==> src/rtl/common.sv <==
// ============================================================================
// Module : common (package)
// Brief  : Shared ALU opcode and sequencer state encodings.
// Rev    : 1.0  initial release
// ============================================================================
`default_nettype none

package common;

    typedef enum logic [3:0] {
        ALU_ADD  = 4'd0,
        ALU_SUB  = 4'd1,
        ALU_AND  = 4'd2,
        ALU_OR   = 4'd3,
        ALU_XOR  = 4'd4,
        ALU_SLL  = 4'd5,
        ALU_SRL  = 4'd6,
        ALU_SRA  = 4'd7,
        ALU_SLT  = 4'd8,
        ALU_SLTU = 4'd9
    } alu_op_t;

    typedef enum logic [0:0] {
        ALU_IDLE  = 1'b0,
        ALU_SHIFT = 1'b1
    } alu_seq_state_t;

endpackage

`default_nettype wire

==> src/rtl/alu_shift_unit.sv <==
// ============================================================================
// Module : alu_shift_unit
// Brief  : Shifter for alu_seq: iterative 1-bit/cycle or single-cycle barrel.
// Rev    : 1.0  initial release
// ============================================================================
`default_nettype none

module alu_shift_unit
    import common::*;
#(
    parameter int XLEN         = 32,
    parameter int SERIAL_SHIFT = 1
) (
    input  logic                     clk,
    input  logic                     rst,
    input  logic                     i_start,
    input  alu_op_t                  i_op,
    input  logic [XLEN-1:0]          i_data,
    input  logic [$clog2(XLEN)-1:0]  i_shamt,
    input  logic                     i_out_free,
    output logic                     o_done,
    output logic [XLEN-1:0]          o_result
);

    localparam int c_SW = $clog2(XLEN);

    generate
        if (SERIAL_SHIFT != 0) begin : g_serial
            logic [XLEN-1:0] r_work;
            logic [c_SW-1:0] r_count;
            alu_op_t         r_op;
            logic [XLEN-1:0] w_step;

            always_comb begin
                case (r_op)
                    ALU_SLL: w_step = {r_work[XLEN-2:0], 1'b0};
                    ALU_SRL: w_step = {1'b0, r_work[XLEN-1:1]};
                    default: w_step = {r_work[XLEN-1], r_work[XLEN-1:1]};
                endcase
            end

            // The last step only advances once the output register can take it.
            always_ff @(posedge clk) begin
                if (rst) begin
                    r_work  <= '0;
                    r_count <= '0;
                    r_op    <= ALU_ADD;
                end else if (i_start) begin
                    r_work  <= i_data;
                    r_count <= i_shamt;
                    r_op    <= i_op;
                end else if (r_count > c_SW'(1)) begin
                    r_work  <= w_step;
                    r_count <= r_count - c_SW'(1);
                end else if ((r_count == c_SW'(1)) && i_out_free) begin
                    r_work  <= w_step;
                    r_count <= '0;
                end
            end

            assign o_done   = (r_count == c_SW'(1)) && i_out_free;
            assign o_result = w_step;
        end else begin : g_barrel
            logic w_unused;
            assign w_unused = &{1'b0, clk, rst, i_start, i_out_free};

            always_comb begin
                case (i_op)
                    ALU_SLL: o_result = i_data << i_shamt;
                    ALU_SRL: o_result = i_data >> i_shamt;
                    ALU_SRA: o_result = XLEN'($signed(i_data) >>> i_shamt);
                    default: o_result = i_data;
                endcase
            end

            assign o_done = 1'b0;
        end
    endgenerate

endmodule

`default_nettype wire

==> src/rtl/alu_seq.sv <==
// ============================================================================
// Module : alu_seq
// Brief  : Handshaked ALU with registered result/zero flag and optional serial shifter.
// Rev    : 1.0  initial release
// ============================================================================
`default_nettype none

module alu_seq
    import common::*;
#(
    parameter int XLEN         = 32,
    parameter int SERIAL_SHIFT = 1
) (
    input  logic            clk,
    input  logic            reset,
    input  logic            in_valid,
    output logic            in_ready,
    input  alu_op_t         control,
    input  logic [XLEN-1:0] left_operand,
    input  logic [XLEN-1:0] right_operand,
    output logic            out_valid,
    input  logic            out_ready,
    output logic [XLEN-1:0] result,
    output logic            ZeroFlag
);

    localparam int c_SW = $clog2(XLEN);

    alu_seq_state_t  r_state;
    logic            r_out_valid;
    logic [XLEN-1:0] r_result;
    logic            r_zero;

    logic [c_SW-1:0] w_shamt;
    logic            w_is_shift;
    logic            w_out_free;
    logic            w_accept;
    logic            w_serial_start;
    logic            w_shift_done;
    logic [XLEN-1:0] w_shift_res;
    logic [XLEN-1:0] w_alu;
    logic            w_write;
    logic [XLEN-1:0] w_wdata;

    assign w_shamt        = right_operand[c_SW-1:0];
    assign w_is_shift     = control inside {ALU_SLL, ALU_SRL, ALU_SRA};
    assign w_out_free     = !r_out_valid || out_ready;
    assign in_ready       = (r_state == ALU_IDLE) && w_out_free;
    assign w_accept       = in_valid && in_ready;
    assign w_serial_start = (SERIAL_SHIFT != 0) && w_accept && w_is_shift && (w_shamt != '0);

    alu_shift_unit #(
        .XLEN         (XLEN),
        .SERIAL_SHIFT (SERIAL_SHIFT)
    ) u_shift (
        .clk        (clk),
        .rst        (reset),
        .i_start    (w_serial_start),
        .i_op       (control),
        .i_data     (left_operand),
        .i_shamt    (w_shamt),
        .i_out_free (w_out_free),
        .o_done     (w_shift_done),
        .o_result   (w_shift_res)
    );

    // In serial mode a shift only reaches this mux when its amount is zero.
    always_comb begin
        case (control)
            ALU_ADD:  w_alu = left_operand + right_operand;
            ALU_SUB:  w_alu = left_operand - right_operand;
            ALU_AND:  w_alu = left_operand & right_operand;
            ALU_OR:   w_alu = left_operand | right_operand;
            ALU_XOR:  w_alu = left_operand ^ right_operand;
            ALU_SLL,
            ALU_SRL,
            ALU_SRA:  w_alu = (SERIAL_SHIFT != 0) ? left_operand : w_shift_res;
            ALU_SLT:  w_alu = {{(XLEN-1){1'b0}}, $signed(left_operand) < $signed(right_operand)};
            ALU_SLTU: w_alu = {{(XLEN-1){1'b0}}, left_operand < right_operand};
            default:  w_alu = left_operand + right_operand;
        endcase
    end

    assign w_write = (r_state == ALU_IDLE) ? (w_accept && !w_serial_start) : w_shift_done;
    assign w_wdata = (r_state == ALU_SHIFT) ? w_shift_res : w_alu;

    always_ff @(posedge clk) begin
        if (reset) begin
            r_state     <= ALU_IDLE;
            r_out_valid <= 1'b0;
            r_result    <= '0;
            r_zero      <= 1'b0;
        end else begin
            case (r_state)
                ALU_IDLE:  if (w_serial_start) r_state <= ALU_SHIFT;
                ALU_SHIFT: if (w_shift_done)   r_state <= ALU_IDLE;
                default:                       r_state <= ALU_IDLE;
            endcase

            if (w_write) begin
                r_out_valid <= 1'b1;
                r_result    <= w_wdata;
                r_zero      <= (w_wdata == '0);
            end else if (out_ready) begin
                r_out_valid <= 1'b0;
            end
        end
    end

    assign out_valid = r_out_valid;
    assign result    = r_result;
    assign ZeroFlag  = r_zero;

endmodule

`default_nettype wire
==> config.mk <==
export PLATFORM = sky130hd
export DESIGN_NAME = alu_seq
export DESIGN_NICKNAME = d
export VERILOG_FILES = /design/src/rtl/common.sv /design/src/rtl/alu_shift_unit.sv /design/src/rtl/alu_seq.sv
export SDC_FILE = /design/constraint.sdc
export NUM_CORES = 1
export LEC_CHECK = 0
export CAP_MARGIN = 25
export CORE_ASPECT_RATIO = 1.2
export CORE_UTILIZATION = 25
export CTS_CLUSTER_DIAMETER = 60
export CTS_CLUSTER_SIZE = 10
export DETAILED_ROUTE_END_ITERATION = 8
export PLACE_DENSITY = 0.39
export SLEW_MARGIN = 20
export SYNTH_ARGS = -nofsm -noshare
export SYNTH_HDL_FRONTEND = slang
export SYNTH_SLANG_ARGS = --single-unit
export TNS_END_PERCENT = 100
==> constraint.sdc <==
create_clock -name clk -period 4.7 [get_ports clk]
set_input_delay 0.94 -clock clk [delete_from_list [all_inputs] [get_ports clk]]
set_output_delay 0.94 -clock clk [all_outputs]
set_load 0.02 [all_outputs]
==> summary.txt <==
Place
  – Gpl congestion: between 0.9 and 1
  – Input/output buffers: 106
  – Placed inst area: between 10000 and 15000 µm²
  – Placed Cells: 2163
  – Dpl hpwl: about 38000 µm
  – Pre-CTS WS: -0.617 ns

Floorplanning
  – Die Ht: about 220 µm
  – Cell Rows: 78
  – Full die area: a little under 40000 µm²
  – Core Area: roughly 38000 µm²
  – Die width: 181 µm
  – Starting Density: around 25%
  – Num ports: around 110

Layout
  – Antenna diodes: 0
  – Reg area: 1520 µm²
  – Final #Nets: between 1500 and 2000
  – Fillers: 4043
  – Final instance area: 13900 µm²
  – Multi-input logic area: approximately 7600 µm²
  – Synthesis-to-layout area growth: 45.3%
  – Final Non-Filler Cells: about 2200
  – Ratio of cells with drive above 1 in the final layout: a little under a quarter
  – Core Util, Final: a little under two fifths

Drt
  – ANT nets after route: 0
  – Drt first pass iters: 5
  – DRC viols: 0
  – Drt total wl: around 47000 µm
  – Routed vias: around 12000
  – Avg WL per Cell: between 20 and 25 µm
  – DR iter-0 viols: 932
  – Vias per inst: about 5.3

Timing
  – WHS: ~0.45 ns
  – Fin. max-slew vios: 0
  – Worst Skew: 0.0128 ns
  – Worst slew margin: between 40 and 50%
  – Fin crit share: between 90 and 100%
  – Setup Viol. Count Final: 0
  – Total Negative Setup Slacks: 0 ns
  – RSZ-0062 raised after global routing: true
  – Achievable frequency: 216 MHz
  – Period minus WS final: approximately 4.6 ns
  – Slew @ Worst Pin: 0.858 ns
  – Final WS setup: approximately 0.065 ns
  – Final hold viol count: 0

Global routing
  – GRT Util Overall: a little under a quarter
  – Largest net degree at the start of global routing: 77
  – GRT Residual Overflow: 0
  – Initial antenna violation count: 0
  – Vias in the first global route: between 10000 and 15000
  – First-pass GRT wire length: a little over 70000 µm

Clock network
  – H-tree levels: 3
  – CTS root buf: clkbuf_16
  – CTS tree: built
  – Clock Latency Late Sink: 0.34 ns
  – Clock sinks: 76
  – Number of buffers created by CTS: 9
  – Worst-path clk slew: 0.06 ns
  – Clock Path Buffers: 2

Logic synthesis
  – Ys async rst share: 0%
  – Yosys warns: 0
  – Post-synthesis cell type count: just over 80
  – Main synth FF type: dfxtp_1
  – Post-synthesis sequential area ratio: 15.9%
  – Mean post-synth cell area: 7.01 µm²
  – EDFF count, synth: 0
  – Mapped Area: 9560 µm²
  – #FFs+latches synth: 76
  – Mapped Cells: ~1400
  – Syn Nets: 1536

Setup path
  – WP buf/inv: 4
  – CP dominant cell by count: inv_1
  – Worst path required time: about 5 ns
  – Crit path largest cell delay: between 0.5 and 0.6 ns
  – Delay-heaviest family, CP: simple AND/OR/NAND/NOR gates
  – CP max stage cell: or4_4
  – CP Capture Type: register
  – Startpoint types: input pin
  – CP max FO: 3
  – WS Path Type: in2reg
  – Worst-path cell chain: clkdlybuf4s50_1 -> inv_1 -> ha_4 -> inv_1 -> a2111oi_4 -> buf_4 -> a21oi_2 -> xnor2_1 -> a2111oi_2 -> a22oi_2 -> or4_4 -> nor4b_4 -> nand4_1 -> or4_1 -> o21ai_1
  – Crit path DAT: between 4 and 5 ns

Power and ir drop
  – Seq pwr share: between 20% and 30%
  – Worst ir drop on vdd: 0.213 mV
  – P per Cell Area: about 260 nW/µm²
  – Switching share of total power: between 40% and 50%
  – Clock share of power: between 10% and 20%
  – Total power: around 3.6 mW
  – NetSw: 1.56 mW
  – Static Leak: between 6 and 7 nW
  – Cell-internal power: 2.04 mW
  – Gate power share: 58.5%

Outcome
  – Status: finished clean

Job
  – Max Cap Viol: 0

Worst hold path
  – Min-Delay Path Class: reg2reg
[power groups by stage]
stage | registers (mW) | clock network [mW] | logic, mW
after floorplan | 0.846 | 0 | 1.05
after global routing | 0.835 | 0.713 | 2.28
after global placement | 0.835 | 0 | 2.02
after detailed placement | 0.834 | 0 | 2.01
after CTS | 0.821 | 0.689 | 2.06
final | 0.822 | 0.673 | 2.11
[worst reg2reg max path: stages, from the launching register on]
cell,delay [ns]
dfxtp_1,0.35
nor4bb_4,0.62
mux2i_1,0.31
nand2_1,0.08
o221a_1,0.19
nor3_1,0.18
nand4_1,0.17
or4_4,0.58
nor4b_4,0.33
nand4_1,0.13
or4_1,0.52
o21ai_1,0.13
[cell usage in the layout (no fill, tap or decap), types with 12 or more instances in the layout]
cell               n
o21ai_0           68
a2111oi_0         12
ha_1              90
a21oi_1          132
dfxtp_1           75
a21o_1            21
a211oi_1          22
nor2_1           117
nand2b_1          20
xnor2_1           22
a31oi_1           16
inv_1            101
o31ai_1           14
nor2b_1           16
mux2i_1           39
nand2_1          172
buf_4            318
nor3_1            27
o211ai_1          36
clkdlybuf4s50_1  100
[cells in the mapped netlist, drive strengths merged, types with 24 or more instances]
cell type | instances | area [µm²]
nor2 | 118 | 445
buf | 24 | 114
o21ai | 78 | 394
a211oi | 25 | 188
inv | 105 | 394
mux2i | 39 | 390
nand2 | 172 | 646
nor3 | 32 | 160
a21oi | 140 | 716
o211ai | 38 | 295
ha | 98 | 1230
clkbuf | 69 | 259
dfxtp | 76 | 1520
[metal layers]
layer	global-route usage, %	vias to the layer above	wire length, µm
met1	32.7	5514	22200
met3	2.40	52	1990
met2	38.6	352	21300
met5	0	-	0
met4	6.61	0	1100
li1	-	5654	-
[layout make-up]
class                           count  share of cell area [%]
Multi-Input combinational cell   1090                    54.6
Timing Repair Buffer              427                    25.2
Sequential cell                    76                    11.0
Tap cell                          480                    4.32
Inverter                          105                    2.84
Clock buffer                       12                    1.92
Clock inverter                      4                   0.162
[what timing repair did]
| action | 4_1_cts | 5_1_grt |
|---|---|---|
| cloned | 0 | 0 |
| setup buffers | 12 | 3 |
| pin swaps | 9 | 13 |
| endpoints found under the setup margin | 2 | 5 |
| resized for setup | 22 | 31 |
| hold buffers | 0 | 0 |
[flip-flops by register name, indices dropped and copies added (netlist names)]
| signal | count |
|---|---|
| u_shift.g_serial.r_count | 5 |
| out_valid | 1 |
| r_state | 1 |
| ZeroFlag | 1 |
| result | 32 |
| u_shift.g_serial.r_op | 4 |
| u_shift.g_serial.r_work | 32 |
[worst paths after layout]
kind                             from  slack (ns)  cells past startpoint    endpoint
max                  right_operand[5]        0.07                     15    ZeroFlag
min                        result[29]        0.45                      2  result[29]
max reg2reg  u_shift.g_serial.r_op[3]        1.04                     11    ZeroFlag
min reg2reg                result[29]        0.45                      2  result[29]
[cells by family after synthesis]
family / share of synthesized area (%)
AOI/OAI and AO/OA: 35.3
xor gates and xnor gates: 2.20
adders and majority gates: 13.2
buffers and inverters: 8.02
DFF: 15.9
muxes: 4.20
and+or+nand+nor: 21.1
Power figures use the tool's default switching activity.
==> patch 1, RTL diff (same flow settings) <==
Register the output `ZeroFlag` once more, with the module's reset; this adds one clock of latency there. The other outputs are not delayed to match.
--- a/src/rtl/alu_seq.sv
+++ b/src/rtl/alu_seq.sv
@@ -111,3 +111,9 @@
     assign result    = r_result;
-    assign ZeroFlag  = r_zero;
+    always_ff @(posedge clk) begin
+        if (reset) begin
+            ZeroFlag <= '0;
+        end else begin
+            ZeroFlag <= r_zero;
+        end
+    end
 
Behaviour: not the same (a bounded check fails within 4 cycles, from zero or initial values and one cycle with reset high).
==> patch 1 against the unedited design <==
Routed wire length decreased by 3.4%; area after synthesis is 2.4% higher; critical endpoint is now r_zero; clock skew fell by 0.0063 ns; count of clock-buffer cells in the layout down 1; total power is 0.14% higher; sequential power up 1%; design area fell by 2.8%; sequential cell count rose by 1; setup slack improved by 0.10 ns; synthesized cell count up 5.6%; via count is 0.80% higher; highest routed layer unchanged; clock power rose by 16%; largest power group unchanged.
==> patch 1: results <==
metrics = {
    "yosys": {
        "synth.area.top_cells": "sky130_fd_sc_hd__dfxtp_1 (16%), sky130_fd_sc_hd__ha_1 (13%), sky130_fd_sc_hd__nand2_1 (7.8%)",
        "synth_compound_gate_area_share": 0.3251,
        "synth_fa_ha_area_frac": 0.1293,
        "netlist_top_cells_count": "sky130_fd_sc_hd__nand2_1 (203), sky130_fd_sc_hd__a21oi_1 (141), sky130_fd_sc_hd__nor2_1 (126)",
        "synth_async_sr_flop_share": 0,
        "distinct_cell_type_count_after_synthesis": 79,
        "synth.yosys.seq_area_share": 0.1574,
        "muxShareOfSynthArea": 0.04408,
        "synth_xor_xnor_area_share": 0.01342,
        "syn_nets": 1613,
    },
    "pwr": {
        "p_per_area_nw_per_um2": 267.0,
        "p_clk_frac": 0.216,
        "power.static_leakage_nw": 5.721,
        "pwr.group.combinational_mw": 2.00,
        "intPower_mw": 2.027,
    },
    "timing": {
        "final.min_clock_period_ns": 4.532,
        "finalHoldWorstSlack_ns": 0.4475,
        "setup_skew_after_layout_ns": 0.006481,
        "tightestPinTransition_ns": 0.7230,
    },
    "critical_path": {
        "endpoint_kind": "register",
        "start_of_the_worst_register_to_register_path": "u_shift.g_serial.r_op[2]",
        "critPathTopFamily": "compound AO/OA/AOI/OAI gates",
        "timing.reg2reg.setup_slack_ns": 1.30,
        "critPathArrivalTime_ns": 4.82,
        "max_stage_delay_ns": 0.54,
        "critPathLaunch": "left_operand[9]",
        "rr_endpoint": "r_zero",
    },
    "global_routing": {
        "grt_pass1_vias": 11470,
        "grt_usage": 0.2265,
        "groute.layer.met3.usage": 0.01195,
        "grt_start_max_net_pins": 65,
        "groute.layer.met2.usage": 0.3891,
        "wire_length_of_the_first_global_routing_pass_mm": 69.14,
    },
    "final_layout": {
        "non_clock_buffer_count": 357,
        "num-nonclk-inverters": 101,
        "clkCellAreaFrac": 0.02352,
        "buffer_area_frac": 0.2174,
        "multi_input_area_um2": 7675,
        "n_clock_buffer": 11,
        "multi_input_comb_cells": 1159,
        "fill_cells": 4225,
        "drive_gt1_frac": 0.1860,
        "regArea_um2": 1543,
        "numSequentialCells": 77,
        "layout.nets": 1877,
    },
    "drt": {
        "met3_length_mm": 1.850,
        "detail_route.iter0.violations": 812,
        "vias": 11660,
        "met1Wirelength_mm": 20.74,
        "dr_wl_met2_mm": 21.46,
    },
    "placement": {
        "final_replace_weighted_congestion": 0.9232,
        "place_hpwl_mm": 36.49,
        "dpl_worst_slack_ns": -0.3865,
    },
    "run_status": {
        "status": "finished clean",
    },
    "min_path": {
        "holdPathEnd": "result[3]",
        "hold_path_startpoint": "result[3]",
    },
    "clock_tree": {
        "count_of_instances_resized_after_the_clock_tree_is_built": 2,
        "postCtsSetupBuffers": 0,
        "source_to_sink_clock_delay_at_the_later_pin_of_the_worst_skew_pair_ns": 0.36,
    },
}
## patch 1: cell types whose count changed in the layout (fill, tap and decap cells not counted), moves of 9 or more
cell,unedited run,this run
sky130_fd_sc_hd__xnor2_1,22,10
sky130_fd_sc_hd__nand3_1,10,37
sky130_fd_sc_hd__nand2_1,172,203
sky130_fd_sc_hd__o21ai_0,68,59
sky130_fd_sc_hd__buf_4,318,251
sky130_fd_sc_hd__a2111oi_0,12,1
sky130_fd_sc_hd__o211ai_1,36,49
sky130_fd_sc_hd__a211oi_1,22,39
sky130_fd_sc_hd__nand4_1,9,19
## patch 1: metrics by stage
| stage | util | area (um^2) | instances |
|---|---|---|---|
| final | 0.3496 | 13510 | 2236 |
| after global routing | 0.3496 | 13510 | 2236 |
| after CTS | 0.3451 | 13340 | 2234 |
| after detailed placement | 0.3366 | 13010 | 2218 |
| after global placement | 0.3366 | 13010 | 2218 |
| after floorplan | - | 9792 | 1441 |
==> patch 2, RTL diff (config.mk and constraints unchanged) <==
Made on the original files. `XLEN` is set to 32 in 2 places; all go to 64.
--- a/src/rtl/alu_shift_unit.sv
+++ b/src/rtl/alu_shift_unit.sv
@@ -10,3 +10,3 @@
 #(
-    parameter int XLEN         = 32,
+    parameter int XLEN         = 64,
     parameter int SERIAL_SHIFT = 1
--- a/src/rtl/alu_seq.sv
+++ b/src/rtl/alu_seq.sv
@@ -10,3 +10,3 @@
 #(
-    parameter int XLEN         = 32,
+    parameter int XLEN         = 64,
     parameter int SERIAL_SHIFT = 1
Interface: changed (resized left_operand, result and right_operand); port bits go from 107 to 203. No check against the original RTL was run, so the function may have changed too.
==> patch 2 against the unedited design <==
First-iteration DRC count up 120%; final cell count up 130%; via count up 140%; total power up 140%; area after synthesis up 110%; setup slack better by 0.028 ns; design area up 140%; routed wire length rose to 2.8 times the old value; global-route usage up 8.3 points; die area up 110%; sequential cell count up 65; critical path depth up 5; combinational power rose to 2.6 times the old value.
==> patch 2: results <==
metrics = {
    "drt": {
        "viasPerCell": 5.360,
        "met3_length_mm": 4.885,
        "detail_route.iter0.violations": 2065,
        "routedWlPerCell_um": 25.94,
        "dr_wl_met2_mm": 66.74,
        "drt_pre_antenna_iters": 6,
    },
    "critical_path": {
        "start_of_the_worst_register_to_register_path": "u_shift.g_serial.r_op[1]",
        "critPathArrivalTime_ns": 5.08,
        "max_stage_delay_ns": 0.48,
        "timing.reg2reg.setup_slack_ns": 0.67,
        "critical-path-slowest-cell": "sky130_fd_sc_hd__clkdlybuf4s50_1",
    },
    "global_routing": {
        "groute.layer.met2.usage": 0.5767,
        "grt_start_max_net_pins": 73,
        "wire_length_of_the_first_global_routing_pass_mm": 188.6,
        "groute.layer.met3.usage": 0.03433,
        "grt_usage": 0.3185,
    },
    "min_path": {
        "hold_path_startpoint": "result[43]",
        "holdPathEnd": "result[43]",
    },
    "timing": {
        "post-route-period-util": 0.9803,
        "setup_skew_after_layout_ns": 0.02374,
    },
    "yosys": {
        "syn_nets": 3286,
        "synth.yosys.seq_area_share": 0.1415,
        "synthesis.area_per_instance_um2": 6.755,
        "synth_compound_gate_area_share": 0.3485,
    },
    "final_layout": {
        "fill_cells": 8313,
    },
    "placement": {
        "dpl_worst_slack_ns": -1.413,
        "port-buffer-count": 202,
        "post-place-cells": 4959,
        "place_hpwl_mm": 108.3,
        "placed_area_um2": 30050,
    },
    "pwr": {
        "power.static_leakage_nw": 14.60,
    },
    "clock_tree": {
        "source_to_sink_clock_delay_at_the_later_pin_of_the_worst_skew_pair_ns": 0.53,
        "cts_buffers": 17,
        "number_of_h_tree_levels": 4,
    },
    "run_status": {
        "status": "finished clean",
    },
}
[patch 2: layout make-up]
cell class	count	share of cell area
clock buffer	17	0.01264
clock inverter	15	0.005615
inverter	220	0.02491
multi-input combinational	2382	0.5212
sequential	141	0.08400
tap	1035	0.03849
timing repair buffer	1267	0.3132
[patch 2: cells by family (layout without fill, tap and decap cells)]
group                      count (synthesis)  count (layout)
DFF                                      141             141
muxes                                     94              94
adders and majority gates                196             196
and+or+nand+nor                         1005            1005
xor gates and xnor gates                  46              46
buffers and inverters                    431            1519
AOI/OAI and AO/OA                       1041            1041
[patch 2: through the flow]
step,setup TNS [ns],utilization
finish,0,0.4257
global route,-0.01816,0.4257
CTS,-0.02245,0.4100
detailed placement,-19.08,0.3802
global placement,-18.29,0.3802
floorplan,0,-
[patch 2: where the power goes]
group	switching [mW]	internal, mW
clock	0.811	0.724
combinational	3.11	2.30
sequential	0.160	1.37
